--- src/rtl/cpu_bus_cycle_if.sv ---
// External memory bus between the bus-cycle controller and the memory/peripheral side.
// The controller is the master; the addressed device is the slave.
interface cpu_bus_cycle_if #(
  parameter int ADDR_W = 16,
  parameter int DATA_W = 8
);
  logic [ADDR_W-1:0] addr;
  logic [DATA_W-1:0] wdata;
  logic              rd;
  logic              wr;
  logic [DATA_W-1:0] rdata;
  logic              ready;

  modport master (
    output addr,
    output wdata,
    output rd,
    output wr,
    input  rdata,
    input  ready
  );

  modport slave (
    input  addr,
    input  wdata,
    input  rd,
    input  wr,
    output rdata,
    output ready
  );
endinterface

--- src/rtl/cpu_bus_cycle.sv ---
// T-cycle counter and 4-T M-cycle bus sequencer behind the microcode sequencer.
// T3 stretches while the bus is not ready, up to WAIT_MAX stalls, then the access aborts.
//
//   state  | meaning
//   IDLE   | t_cycle free-running; a request is accepted on a t_cycle==0 edge
//   ACCESS | M-cycle in progress; T3 holds while ready is low, then completes or aborts
module cpu_bus_cycle #(
  parameter int ADDR_W   = 16,
  parameter int DATA_W   = 8,
  parameter int WAIT_MAX = 7
) (
  input  logic              clk,
  input  logic              reset_n,
  output logic [1:0]        t_cycle,
  input  logic              cpu_mem_enable,
  input  logic              cpu_mem_write,
  input  logic [ADDR_W-1:0] cpu_addr,
  input  logic [DATA_W-1:0] cpu_wdata,
  output logic [DATA_W-1:0] cpu_rdata,
  output logic              cpu_rdata_valid,
  output logic              bus_timeout,
  cpu_bus_cycle_if.master   bus
);

  localparam int WAIT_W = (WAIT_MAX > 0) ? $clog2(WAIT_MAX + 1) : 1;
  localparam logic [WAIT_W-1:0] WAIT_LIM = WAIT_W'(WAIT_MAX);

  typedef enum logic {IDLE, ACCESS} state_t;

  state_t            state, state_nxt;
  logic [WAIT_W-1:0] wait_cnt, wait_cnt_nxt;
  logic              is_write, is_write_nxt;
  logic [1:0]        t_cycle_nxt;
  logic [ADDR_W-1:0] addr_nxt;
  logic [DATA_W-1:0] wdata_nxt;
  logic              rd_nxt, wr_nxt;
  logic [DATA_W-1:0] rdata_nxt;
  logic              valid_nxt, timeout_nxt;

  always_ff @(posedge clk or negedge reset_n) begin
    if (!reset_n) begin
      state           <= IDLE;
      wait_cnt        <= '0;
      is_write        <= 1'b0;
      t_cycle         <= 2'd0;
      bus.addr        <= '0;
      bus.wdata       <= '0;
      bus.rd          <= 1'b0;
      bus.wr          <= 1'b0;
      cpu_rdata       <= '0;
      cpu_rdata_valid <= 1'b0;
      bus_timeout     <= 1'b0;
    end else begin
      state           <= state_nxt;
      wait_cnt        <= wait_cnt_nxt;
      is_write        <= is_write_nxt;
      t_cycle         <= t_cycle_nxt;
      bus.addr        <= addr_nxt;
      bus.wdata       <= wdata_nxt;
      bus.rd          <= rd_nxt;
      bus.wr          <= wr_nxt;
      cpu_rdata       <= rdata_nxt;
      cpu_rdata_valid <= valid_nxt;
      bus_timeout     <= timeout_nxt;
    end
  end

  always_comb begin
    state_nxt    = state;
    wait_cnt_nxt = wait_cnt;
    is_write_nxt = is_write;
    t_cycle_nxt  = t_cycle + 2'd1;
    addr_nxt     = bus.addr;
    wdata_nxt    = bus.wdata;
    rd_nxt       = bus.rd;
    wr_nxt       = bus.wr;
    rdata_nxt    = cpu_rdata;
    valid_nxt    = 1'b0;
    timeout_nxt  = 1'b0;

    case (state)
      IDLE: begin
        if ((t_cycle == 2'd0) && cpu_mem_enable) begin
          addr_nxt     = cpu_addr;
          wdata_nxt    = cpu_wdata;
          is_write_nxt = cpu_mem_write;
          rd_nxt       = !cpu_mem_write;
          state_nxt    = ACCESS;
        end
      end
      ACCESS: begin
        if ((t_cycle == 2'd1) && is_write) begin
          wr_nxt = 1'b1;
        end
        if (t_cycle == 2'd3) begin
          if (bus.ready) begin
            rd_nxt       = 1'b0;
            wr_nxt       = 1'b0;
            t_cycle_nxt  = 2'd0;
            wait_cnt_nxt = '0;
            state_nxt    = IDLE;
            if (!is_write) begin
              rdata_nxt = bus.rdata;
              valid_nxt = 1'b1;
            end
          end else if (wait_cnt < WAIT_LIM) begin
            // Holding T3 freezes the sequencer, which keys off t_cycle==0.
            wait_cnt_nxt = wait_cnt + 1'b1;
            t_cycle_nxt  = t_cycle;
          end else begin
            timeout_nxt  = 1'b1;
            rd_nxt       = 1'b0;
            wr_nxt       = 1'b0;
            t_cycle_nxt  = 2'd0;
            wait_cnt_nxt = '0;
            state_nxt    = IDLE;
            if (!is_write) begin
              rdata_nxt = {DATA_W{1'b1}};
              valid_nxt = 1'b1;
            end
          end
        end
      end
      default: state_nxt = IDLE;
    endcase
  end

endmodule

--- src/flat_wrapper.sv ---
// flat-port wrapper written by rule: the top's interface ports become plain ports
module cpu_bus_cycle_flat 
#(
  parameter int ADDR_W   = 16,
  parameter int DATA_W   = 8,
  parameter int WAIT_MAX = 7
)
  (clk, reset_n, t_cycle, cpu_mem_enable, cpu_mem_write, cpu_addr, cpu_wdata, cpu_rdata, cpu_rdata_valid, bus_timeout, bus_addr, bus_wdata, bus_rd, bus_wr, bus_rdata, bus_ready);
  cpu_bus_cycle_if #(.ADDR_W(ADDR_W), .DATA_W(DATA_W)) bus_i ();
  input  logic clk;
  input  logic reset_n;
  output logic [1:0] t_cycle;
  input  logic cpu_mem_enable;
  input  logic cpu_mem_write;
  input  logic [ADDR_W-1:0] cpu_addr;
  input  logic [DATA_W-1:0] cpu_wdata;
  output logic [DATA_W-1:0] cpu_rdata;
  output logic cpu_rdata_valid;
  output logic bus_timeout;
  output wire logic [$bits(bus_i.addr)-1:0] bus_addr;
  output wire logic [$bits(bus_i.wdata)-1:0] bus_wdata;
  output wire logic [$bits(bus_i.rd)-1:0] bus_rd;
  output wire logic [$bits(bus_i.wr)-1:0] bus_wr;
  input wire logic [$bits(bus_i.rdata)-1:0] bus_rdata;
  input wire logic [$bits(bus_i.ready)-1:0] bus_ready;
  assign bus_addr = bus_i.addr;
  assign bus_wdata = bus_i.wdata;
  assign bus_rd = bus_i.rd;
  assign bus_wr = bus_i.wr;
  assign bus_i.rdata = bus_rdata;
  assign bus_i.ready = bus_ready;
  cpu_bus_cycle #(.ADDR_W(ADDR_W), .DATA_W(DATA_W), .WAIT_MAX(WAIT_MAX)) u_core (.clk(clk), .reset_n(reset_n), .t_cycle(t_cycle), .cpu_mem_enable(cpu_mem_enable), .cpu_mem_write(cpu_mem_write), .cpu_addr(cpu_addr), .cpu_wdata(cpu_wdata), .cpu_rdata(cpu_rdata), .cpu_rdata_valid(cpu_rdata_valid), .bus_timeout(bus_timeout), .bus(bus_i));
endmodule
--- config.mk ---
export PLATFORM = sky130hd
export DESIGN_NAME = cpu_bus_cycle_flat
export DESIGN_NICKNAME = d
export VERILOG_FILES = /design/src/rtl/cpu_bus_cycle_if.sv /design/src/rtl/cpu_bus_cycle.sv /design/src/flat_wrapper.sv
export SDC_FILE = /design/constraint.sdc
export NUM_CORES = 1
export LEC_CHECK = 0
export CAP_MARGIN = 0
export CORE_MARGIN = 2
export CORE_UTILIZATION = 37
export DETAILED_ROUTE_END_ITERATION = 7
export HOLD_SLACK_MARGIN = 0.06
export PLACE_DENSITY_LB_ADDON = 0.15
export SYNTH_ARGS = -nofsm -noshare
export SYNTH_HDL_FRONTEND = slang
export SYNTH_SLANG_ARGS = --single-unit
--- constraint.sdc ---
create_clock -name clk -period 1.5 [get_ports clk]
set_input_delay 0.375 -clock clk [delete_from_list [all_inputs] [get_ports clk]]
set_output_delay 0.375 -clock clk [all_outputs]
set_load 0.005 [all_outputs]
Word-level counts from Yosys, hierarchy flattened
Cells that the tools add are included.

storage, ports and cells
  register bits after elaboration = 43
  output and inout bits = 38
  word-level logic and storage cells = 64

operators by class
  add/subtract/negate cells = 2
  order comparisons = 1
  equal/unequal tests = 7
  mux-type cells = 33
  bitwise operators = 2
  reduce and logical (&&, ||, !) cells = 8

operators with widths
  cell                                                  count
  2-to-1 mux 8 bit                                      4
  2-to-1 mux 1 bit                                      21
  2-to-1 mux 2 bit                                      4
  2-to-1 mux 3 bit                                      2
  != test 2 bit (second input constant)                 2
  != test 4 bit (second input constant)                 1
  case mux 1 bit (2 select lines)                       2
  AND reduction 2 bit                                   2
  AND reduction 4 bit                                   1
  adder 3 x 1 -> 3 bit (second input constant)          1
  < comparator 3 bit (second input constant)            1
  != test 3 bit (second input constant)                 1
  AND reduction 3 bit                                   1
  adder 2 x 1 -> 2 bit (second input constant)          1
  equality test 2 x 1 -> 1 bit (second input constant)  1
  equality test 2 bit (second input constant)           1
  logical AND 1 bit                                     2
  zero test 2 bit                                       1
  != test 2 x 1 -> 1 bit (second input constant)        1
  NOT 1 bit                                             2
  zero test 1 bit                                       1

Longest topological paths before layout
  depth after elaboration = 6
  gate-level depth with buffers = 5

Least setup slack after synthesis
Ideal clock, no wire load.

  path type = reg-to-reg
  start = register u_core.t_cycle[0]
  end = register u_core.bus.addr[10]
  library setup time = 125 ps
  data arrival time = 1416 ps
  slack = -41 ps
  stages on the path, launching flop included = 6
  period minus slack after synthesis = 1541 ps
  cells stage by stage = dfrtp_1 inv_1 ha_1 nand3b_2 buf_2 mux2_2

on the way
  word-level cells in the longest chain between the ends = 3

ends and longest elaborated chain
  what                           line                    source
  start: declaration             cpu_bus_cycle.sv:14     output logic [1:0] t_cycle,
  start signal: assignment       cpu_bus_cycle.sv:57     t_cycle <= t_cycle_nxt;
  zero test 2 bit                cpu_bus_cycle.sv:83     if ((t_cycle == 2'd0) && cpu_mem_enable) begin
  logical AND 1 bit              cpu_bus_cycle.sv:83
  AND reduction 2 bit (no line)  --
  end signal: assignment         cpu_bus_cycle.sv:58     bus.addr <= addr_nxt;
  end: declaration               cpu_bus_cycle_if.sv:15  output addr,

Every way passes these cells.
A chain may end at the register's enable or synchronous reset.

Final worst setup path
  start = register u_core.t_cycle[1]
  end = register u_core.bus.wdata[3]

on the way
  word-level cells in the longest chain between the ends = 3

ends and longest elaborated chain
  what                           line                    source
  zero test 2 bit                cpu_bus_cycle.sv:83
  logical AND 1 bit              cpu_bus_cycle.sv:83
  AND reduction 2 bit (no line)  --
  end signal: assignment         cpu_bus_cycle.sv:59     bus.wdata <= wdata_nxt;
  end: declaration               cpu_bus_cycle_if.sv:16  output wdata,

Every way passes these cells.

==> flow_metrics.py <==
metrics = {
    "die": {
        "die_w_um": 71.2,
        "start_util_pct": 38.3,
        "dieArea_sq_um": 5060,
        "io_pins": 75,
        "std_cell_rows": 24,
        "core_sq_um": 4350,
        "dieHeight_um": 71.2,
    },
    "clocking": {
        "cts_buffers": 5,
        "clkTransAtPathRegs_ns": 0.08,
        "cts_root_buffer": "clkbuf_8",
        "clockBufferDepth": 2,
        "htree_levels": 2,
        "insertion_delay_ns": 0.30,
        "cts_sinks": 43,
        "cts_tree": "built",
    },
    "placement": {
        "post-place-cells": 252,
        "dp_hpwl_mm": 2.90,
        "finalWeightedCongestion": 0.769,
        "port_buffers": 74,
    },
    "logic_synthesis": {
        "syn-num-nets": 157,
        "synth_flop_cell": "dfrtp_1",
        "synth_cells": 116,
        "synthesis.area_sq_um": 1670,
        "yosysSeqAreaShare_pct": 64.5,
        "async_flop_share_pct": 100,
        "synth_warnings": 0,
        "yosysUniqueCellTypes": 22,
        "synth_enable_flop_cells": 0,
        "synth_seq_cells": 43,
        "syn_avg_cell_area_sq_um": 14.4,
    },
    "setup_path": {
        "crit_path_start_kind": "register",
        "worstSetupEndpointType": "register",
        "worst-endpoint-arrival_ns": 1.64,
        "crit_type": "register to register",
        "required_ns": 1.68,
        "critical_path.max_fanout": 9,
    },
    "layout": {
        "layout-drive-gt1-share_pct": 29.2,
        "finalNetCount": 256,
        "final_util_pct": 63.2,
        "final_cells": 268,
        "syn2layout_area_growth_pct": 64.8,
        "antenna_cells": 0,
    },
    "global_routing": {
        "grt_pass1_wl_mm": 6.47,
        "use_met2_pct": 28.6,
        "grtUsageTotal_pct": 16.7,
        "first_global_vias": 1386,
        "grt.busiest_layer": "met2",
        "grt_overflow": 0,
        "use_met3_pct": 4.42,
        "grt_max_degree": 21,
        "grt_use_met1_pct": 19.6,
        "antenna_found_initial": 0,
    },
    "detailed_routing": {
        "vias": 1307,
        "route.detailed.drc": 0,
        "routed_wl_mm": 4.11,
        "post_drt_via_cell_ratio": 4.88,
        "drtPass1Iterations": 4,
        "wl_per_cell_um": 15.3,
        "drtIter0Drc": 59,
        "ant_nets": 0,
    },
    "power": {
        "power.density_nw_per_um2": 1770,
        "peakVddDrop_uv": 877,
        "power_leakage_nw": 1.32,
    },
    "sta": {
        "hold_violations": 0,
        "slew_viol_final": 0,
        "fin_crit_ns": 1.46,
        "slew_headroom_pct": 70.1,
        "worst_slew_pin_slew_ns": 0.448,
        "skew_ns": 0.00996,
        "period_share_pct": 97.3,
        "fmax_mhz": 685,
        "finalSetupViolCount": 0,
    },
    "hold_path": {
        "hold_path.class": "register to register",
    },
    "job": {
        "max_cap_violations": 0,
    },
    "run_status": {
        "status": "finished, final reports clean",
    },
}
==> power breakdown <==
part	internal (mW)	leakage (nW)	switching, mW
Clock	0.420	0.0515	0.383
Sequential	1.71	0.516	0.356
Combinational	1.31	0.751	0.705
Total	3.44	1.32	1.44
==> stage by stage <==
stage | setup TNS (ns) | power, mW | setup WS (ns) | hold slack (ns) | instance area (sq um)
floorplan | -0.763 | 2.83 | -0.0408 | 0.0794 | 1670
global placement | -3.71 | 4.14 | -0.190 | 0.328 | 2560
detailed placement | -5.09 | 4.24 | -0.270 | 0.345 | 2560
CTS | -0.00173 | 4.82 | -0.00173 | 0.505 | 2690
global route | -0.00923 | 5.23 | -0.00480 | 0.519 | 2750
finish | 0 | 4.88 | 0.0399 | 0.502 | 2750
==> what timing repair did <==
action	in CTS	in global routing
cloned	0	1
pin swaps	2	0
endpoints found under the setup margin	47	37
hold endpoints to repair	18	0
hold buffers	1	0
gates resized for setup	43	8
buffers inserted	5	1
==> final cells by class <==
class,count,area [sq um]
fill,342,1600
multi-input combinational,65,604
clock buffer,8,100
sequential,43,1080
timing repair buffer,94,881
inverter,6,22.5
tap,52,65.1
==> sequential cells by signal, indices dropped and copies added (netlist names) <==
register,count
u_core.t_cycle,2
u_core.bus_timeout,1
u_core.state,1
u_core.wait_cnt,3
u_core.is_write,1
u_core.cpu_rdata_valid,1
u_core.bus.wdata,8
u_core.bus.rd,1
u_core.bus.addr,16
u_core.bus.wr,1
u_core.cpu_rdata,8
==> Yosys cell counts, types with 2 or more instances <==
master	n	area (sq um)
o22a_1	8	70.1
a31oi_1	2	12.5
buf_2	2	10.0
nand2_1	4	15.0
a21oi_1	4	20.0
mux2_2	24	270
ha_1	4	50.1
inv_1	6	22.5
dfrtp_1	43	1080
o21ai_0	2	10.0
nor2_1	6	22.5
==> per-layer routing <==
metal	up-vias	wire, um
met1	631	1580
met2	55	2190
met5	-	0
met4	0	86
li1	612	-
met3	9	252
==> worst paths after layout <==
path                                        to  slack [ns]  depth (start not counted)                 from
min reg2reg                u_core.bus.wdata[5]        0.50                          1  u_core.bus.wdata[5]
max                        u_core.bus.wdata[3]        0.04                          5    u_core.t_cycle[1]
min in group asynchronous        u_core.bus.rd        0.55                          2              reset_n
max reg2reg                u_core.bus.wdata[3]        0.04                          5    u_core.t_cycle[1]
max in group asynchronous    u_core.t_cycle[0]        0.40                          3              reset_n
min                        u_core.bus.wdata[5]        0.50                          1  u_core.bus.wdata[5]
==> worst max-delay path, cell delays in order (launching register included) <==
cell and delay [ns]:
dfrtp_2 0.45, inv_1 0.09, ha_2 0.21, nand3b_4 0.12, clkbuf_16 0.19, mux2_2 0.27
==> cell usage in the layout (no fill, tap or decap), drive strengths merged <==
master	Yosys	routed
a2111oi	1	1
a21oi	4	4
nand2	5	5
nor2	6	6
clkdlybuf4s50	0	35
o22ai	1	1
or3b	1	1
dlygate4sd3	0	1
dlymetal6s2s	0	2
buf	2	20
ha	4	4
inv	6	6
dlygate4sd2	0	35
mux2	25	25
nand4b	1	1
clkbuf	0	9
dfrtp	43	43
o22a	8	8
nor3	1	1
a31oi	2	2
a21o	1	1
or2	1	1
nand3	1	1
nand3b	1	1
o21ai	2	2
==> cells by family after synthesis <==
family,count (synthesis),share of synthesized area [%]
mux,25,16.9
simple gates,17,5.62
buf+inv,8,1.95
flops,43,64.5
fa+ha+maj,4,3.00
compound gates,19,8.10
No activity file was read; power rests on OpenSTA's default activity.
